`src/rtl/fcvtsw_pipe.sv`:
```
// Signed int32 to IEEE-754 single converter (fcvt.s.w), two-stage elastic pipeline.
// Latency 2 cycles from accept to out_valid; throughput 1/cycle; capacity 2 in flight.
// Backpressure: y/inexact hold while out_valid && !out_ready; in_ready follows out_ready combinationally.
//
// Ports:
//   clk, rstn            clock, asynchronous active-low reset
//   in_valid/in_ready/x  operand handshake, x sampled only on a transfer
//   out_valid/out_ready  result handshake
//   y, inexact           float result and lost-bits flag
// Build option: define FCVTSW_RNE_EN for round-to-nearest-even; otherwise round toward zero.
module fcvtsw_pipe (
  input  logic        clk,
  input  logic        rstn,
  input  logic        in_valid,
  output logic        in_ready,
  input  logic [31:0] x,
  output logic        out_valid,
  input  logic        out_ready,
  output logic [31:0] y,
  output logic        inexact
);

  typedef struct packed {
    logic        sign;
    logic [31:0] mag;
    logic [4:0]  lzc;
    logic        zero;
  } s1_t;

  s1_t         s1_d;
  s1_t         s1_q;
  logic        s1_valid;
  logic        in_fire;
  logic        s2_load;

  logic [31:0] mag_c;
  logic [30:0] norm;
  logic [22:0] mant;
  logic        guard;
  logic        sticky;
  logic [7:0]  expo;
  logic [30:0] em;
  logic [31:0] y_d;
  logic        inexact_d;

  assign s2_load  = s1_valid && (!out_valid || out_ready);
  assign in_ready = !s1_valid || s2_load;
  assign in_fire  = in_valid && in_ready;

  // Stage 1: magnitude (unsigned, so -2^31 maps to 0x80000000) and leading-zero count.
  always_comb begin
    s1_d      = '0;
    mag_c     = x[31] ? (~x + 32'd1) : x;
    s1_d.sign = x[31];
    s1_d.mag  = mag_c;
    s1_d.zero = (x == 32'd0);
    s1_d.lzc  = 5'd31;
    // Highest set bit wins because later iterations overwrite earlier ones.
    for (int i = 0; i < 32; i++) begin
      if (mag_c[i]) s1_d.lzc = 5'(31 - i);
    end
  end

  // Stage 2: normalise; the leading one lands in bit 31 and is implicit, so drop it.
  assign norm   = 31'(s1_q.mag << s1_q.lzc);
  assign mant   = norm[30:8];
  assign guard  = norm[7];
  assign sticky = |norm[6:0];
  assign expo   = 8'd158 - {3'b000, s1_q.lzc};

`ifdef FCVTSW_RNE_EN
  logic up;
  assign up = guard && (sticky || mant[0]);
  // A mantissa carry-out ripples into the exponent; the largest case is exactly 2^31.
  assign em = {expo, mant} + 31'(up);
`else
  assign em = {expo, mant};
`endif

  assign y_d       = s1_q.zero ? 32'd0 : {s1_q.sign, em};
  assign inexact_d = !s1_q.zero && (guard || sticky);

  always_ff @(posedge clk or negedge rstn) begin
    if (!rstn) begin
      s1_valid <= 1'b0;
      s1_q     <= '0;
    end else begin
      if (in_fire) begin
        s1_valid <= 1'b1;
        s1_q     <= s1_d;
      end else if (s2_load) begin
        s1_valid <= 1'b0;
      end
    end
  end

  always_ff @(posedge clk or negedge rstn) begin
    if (!rstn) begin
      out_valid <= 1'b0;
      y         <= 32'd0;
      inexact   <= 1'b0;
    end else begin
      if (s2_load) begin
        out_valid <= 1'b1;
        y         <= y_d;
        inexact   <= inexact_d;
      end else if (out_ready) begin
        out_valid <= 1'b0;
      end
    end
  end

endmodule

```
`config.mk`:
```
export PLATFORM = sky130hd
export DESIGN_NAME = fcvtsw_pipe
export DESIGN_NICKNAME = d
export VERILOG_FILES = /design/src/rtl/fcvtsw_pipe.sv
export SDC_FILE = /design/constraint.sdc
export NUM_CORES = 1
export LEC_CHECK = 0
export CAP_MARGIN = 25
export CORE_MARGIN = 4
export CORE_UTILIZATION = 35
export CTS_BUF_LIST = sky130_fd_sc_hd__clkbuf_4
export DETAILED_ROUTE_END_ITERATION = 10
export GPL_TIMING_DRIVEN = 0
export PLACE_DENSITY = 0.54
export SYNTH_ARGS = -nofsm -noshare
export SYNTH_HDL_FRONTEND = slang
export SYNTH_SLANG_ARGS = --single-unit
export TNS_END_PERCENT = 30
```
`constraint.sdc`:
```
create_clock -name clk -period 2.7 [get_ports clk]
set_input_delay 0.405 -clock clk [delete_from_list [all_inputs] [get_ports clk]]
set_output_delay 0.405 -clock clk [all_outputs]
set_load 0.05 [all_outputs]
```
==> reports/qor.yml <==
status: "finished with violations"
violations: "negative setup slack"
hpwlAfterDp_mm: 14.98
area_delta_synth_final_pct: 27.44
synth_edf_count: 0
ys_async_sr_fraction_pct: 100.0
fin_ws_ns: -0.03476
core_area_mm2: 0.01652
ff2ff_path_depth: 9
viasPerCell: 5.659
r2r_end: "y[19]"
ir_worst_vdd_mv: 0.4308
holdBufCountCts: 0
numCtsBuffers: 9
slowest_delay_ns: 0.55
dieArea_mm2: 0.01897
leakagePower_uw: 0.003020
grt_max_degree: 74
clk_pin_slew_ns: 0.11
clock.fmax_mhz: 365.7
h-tree-depth: 3
crit_chain: "buf_8 > or4_4 > or4_4 > buf_6 > o41ai_2 > xor2_2 > nand2b_1 > a21bo_2 > a31o_1 > o41a_2"
period_share_pct: 101.3
required_ns: 3.01
r2r_slack_ns: 0.17
maxCapViolCount: 0
synthSimpleGateAreaFrac_pct: 20.51
end_kind: "register"
clockRootBuffer: "clkbuf_4"
synth-warning-count: 0
clkLatencyLatePin_ns: 0.43
drv_slew: 0
portBuffers: 62
critPathSlowestCell: "or4_4"
critPathTopFamily: "simple AND/OR/NAND/NOR gates"
placementRows: 47
die_w_um: 137.7
skew_ns: 0.01058
final_core_util_pct: 45.44
syn-mean-instance-area_um2: 8.527
overflow: 0
layout_common_cells: "107 x nand2_1, 73 x dfrtp_1, 68 x o21ai_0"
num_io_pins: 71
placed_area_mm2: 0.006825
grt_use_total_pct: 20.88
finalHoldViolations: 0
power_density_mw_per_mm2: 606.3
fp.dieH_um: 137.7
worstSetupPathDepth: 10
layout_commonest_cell: "nand2_1"
drtAntennaViolNets: 0
synthCells: 691
path_class: "input port to register"
grt_first_pass_wirelength_mm: 30.98
hp-class: "input port to asynchronous set/reset pin"
layout_min_cycle_time_ns: 2.735
synth_top_family_by_area: "compound AO/OA/AOI/OAI gates"
synthXorXnorAreaFrac_pct: 5.054
synth_mux_area_share_pct: 14.99
antenna_found_initial: 0
grt_pass1_vias: 5777
critPathLaunchType: "input port"
dr.pass1.iters: 5
drc_errors: 0
drtIter0Drc: 331
syn_area_mm2: 0.005892
layout.nets: 837
worst_slew_pin_slew_ns: 0.9098
cts_buffer_depth: 2
dp.cells: 974
ys_seq_area_share_pct: 31.00
synth_fa_ha_area_share_pct: 0.4247
wl_mm: 19.48
final_layout_size_suffix_gt1_share_pct: 21.13
antenna_cells: 0
fin_setup_tns_ns: -0.08335
crit_fanout: 4
setup-violations-final: 3
cts_tree: "built"
cp.arrival_ns: 3.05
synth_ff_type: "dfrtp_1"
wl_per_cell_um: 19.09
rsz0062_at_grt: "true"
synth_fp_nets: 729
cp_common_cell: "or4_4"
reg2reg_from: "s1_q[1]"
start_util_pct: 35.66
ys_types: 72
gp_congestion: 0.8712
cts.sinks: 73
ys_ff_latch: 73
design_area_mm2: 0.007508
path_buf_inv: 2
max_slew_margin_pct: 39.35
stdcell_count: 1020
synth_compound_area_share_pct: 22.66
via_count: 5772
what timing repair did:
item                       4_1_cts  5_1_grt
pin swaps                       27       20
gates cloned                     1        0
resized for setup               95       36
setup endpoints to repair       35       15
buffers inserted                29        9
registers in the layout (all words and copies together) (netlist names):
signal,flops
inexact,1
s1_valid,1
out_valid,1
y,32
s1_q,38
metrics by stage:
step	setup slack [ns]	total power [µW]	hold slack (ns)
floorplan	-0.4007	3176	0.1094
global placement	-1.556	3945	0.4645
detailed placement	-1.570	3973	0.4702
CTS	-0.04325	4539	0.1185
global route	-0.1329	4832	0.1676
finish	-0.03476	4552	0.08650
worst max path at each step:
stage / startpoint / to
2_1_floorplan: x[7] / s1_q[1]
3_3_place_gp: x[5] / s1_q[3]
3_5_place_dp: x[5] / s1_q[3]
4_1_cts: x[17] / s1_q[4]
5_1_grt: x[10] / s1_q[4]
6_report: x[10] / s1_q[1]
area by class of cell:
cell class | count | area, µm²
Clock inverter | 3 | 12.51
Fill cell | 1641 | 9016
Inverter | 14 | 53.80
Buffer | 54 | 264.0
Multi-Input combinational cell | 546 | 4093
Tap cell | 220 | 275.3
Timing Repair Buffer | 101 | 915.9
Clock buffer | 9 | 67.56
Sequential cell | 73 | 1827
synth_stat cells (7+ instances only):
cell / count / share of area, %
xnor2_1: 11 / 1.6
nor2_1: 42 / 2.7
o31ai_1: 13 / 1.7
o211ai_1: 8 / 1.0
a31oi_1: 10 / 1.1
nand2_1: 108 / 6.9
nor3_1: 13 / 1.1
mux4_2: 23 / 8.8
or3_1: 8 / 0.85
nand3_1: 16 / 1.4
o21ai_0: 69 / 5.9
and2_1: 7 / 0.74
a211oi_1: 12 / 1.5
nor2b_1: 10 / 1.1
mux2i_1: 26 / 4.4
o22ai_1: 7 / 0.74
a21oi_1: 23 / 2.0
xor2_1: 23 / 3.4
dfrtp_1: 73 / 31
a22o_1: 8 / 1.2
nand2b_1: 13 / 1.4
clkbuf_1: 43 / 2.7
mux2_2: 8 / 1.5
inv_1: 13 / 0.83
cells by family (layout without fill, tap and decap cells):
group,Yosys count,after routing
AND/OR/NAND/NOR,252,253
AO/OA/AOI/OAI,199,199
multiplexers,58,58
XOR/XNOR,34,34
flip-flops,73,73
adder cells (fa/ha/maj),2,2
buffers and inverters,73,181
report_power, final:
part / total [µW] / internal, µW / switching (µW)
logic: 2510 / 981 / 1530
registers: 1530 / 1330 / 190
clock network: 518 / 162 / 356
total: 4550 / 2480 / 2070
layer usage:
layer | global-route usage [%] | part of all wire (%) | vias up
met2 | 36.25 | 49 | 184
met1 | 26.53 | 44 | 2777
met5 | 0 | 0 | -
li1 | - | - | 2764
met3 | 2.301 | 3.8 | 47
met4 | 8.288 | 3.5 | 0
(Power assumes the default switching activity.)
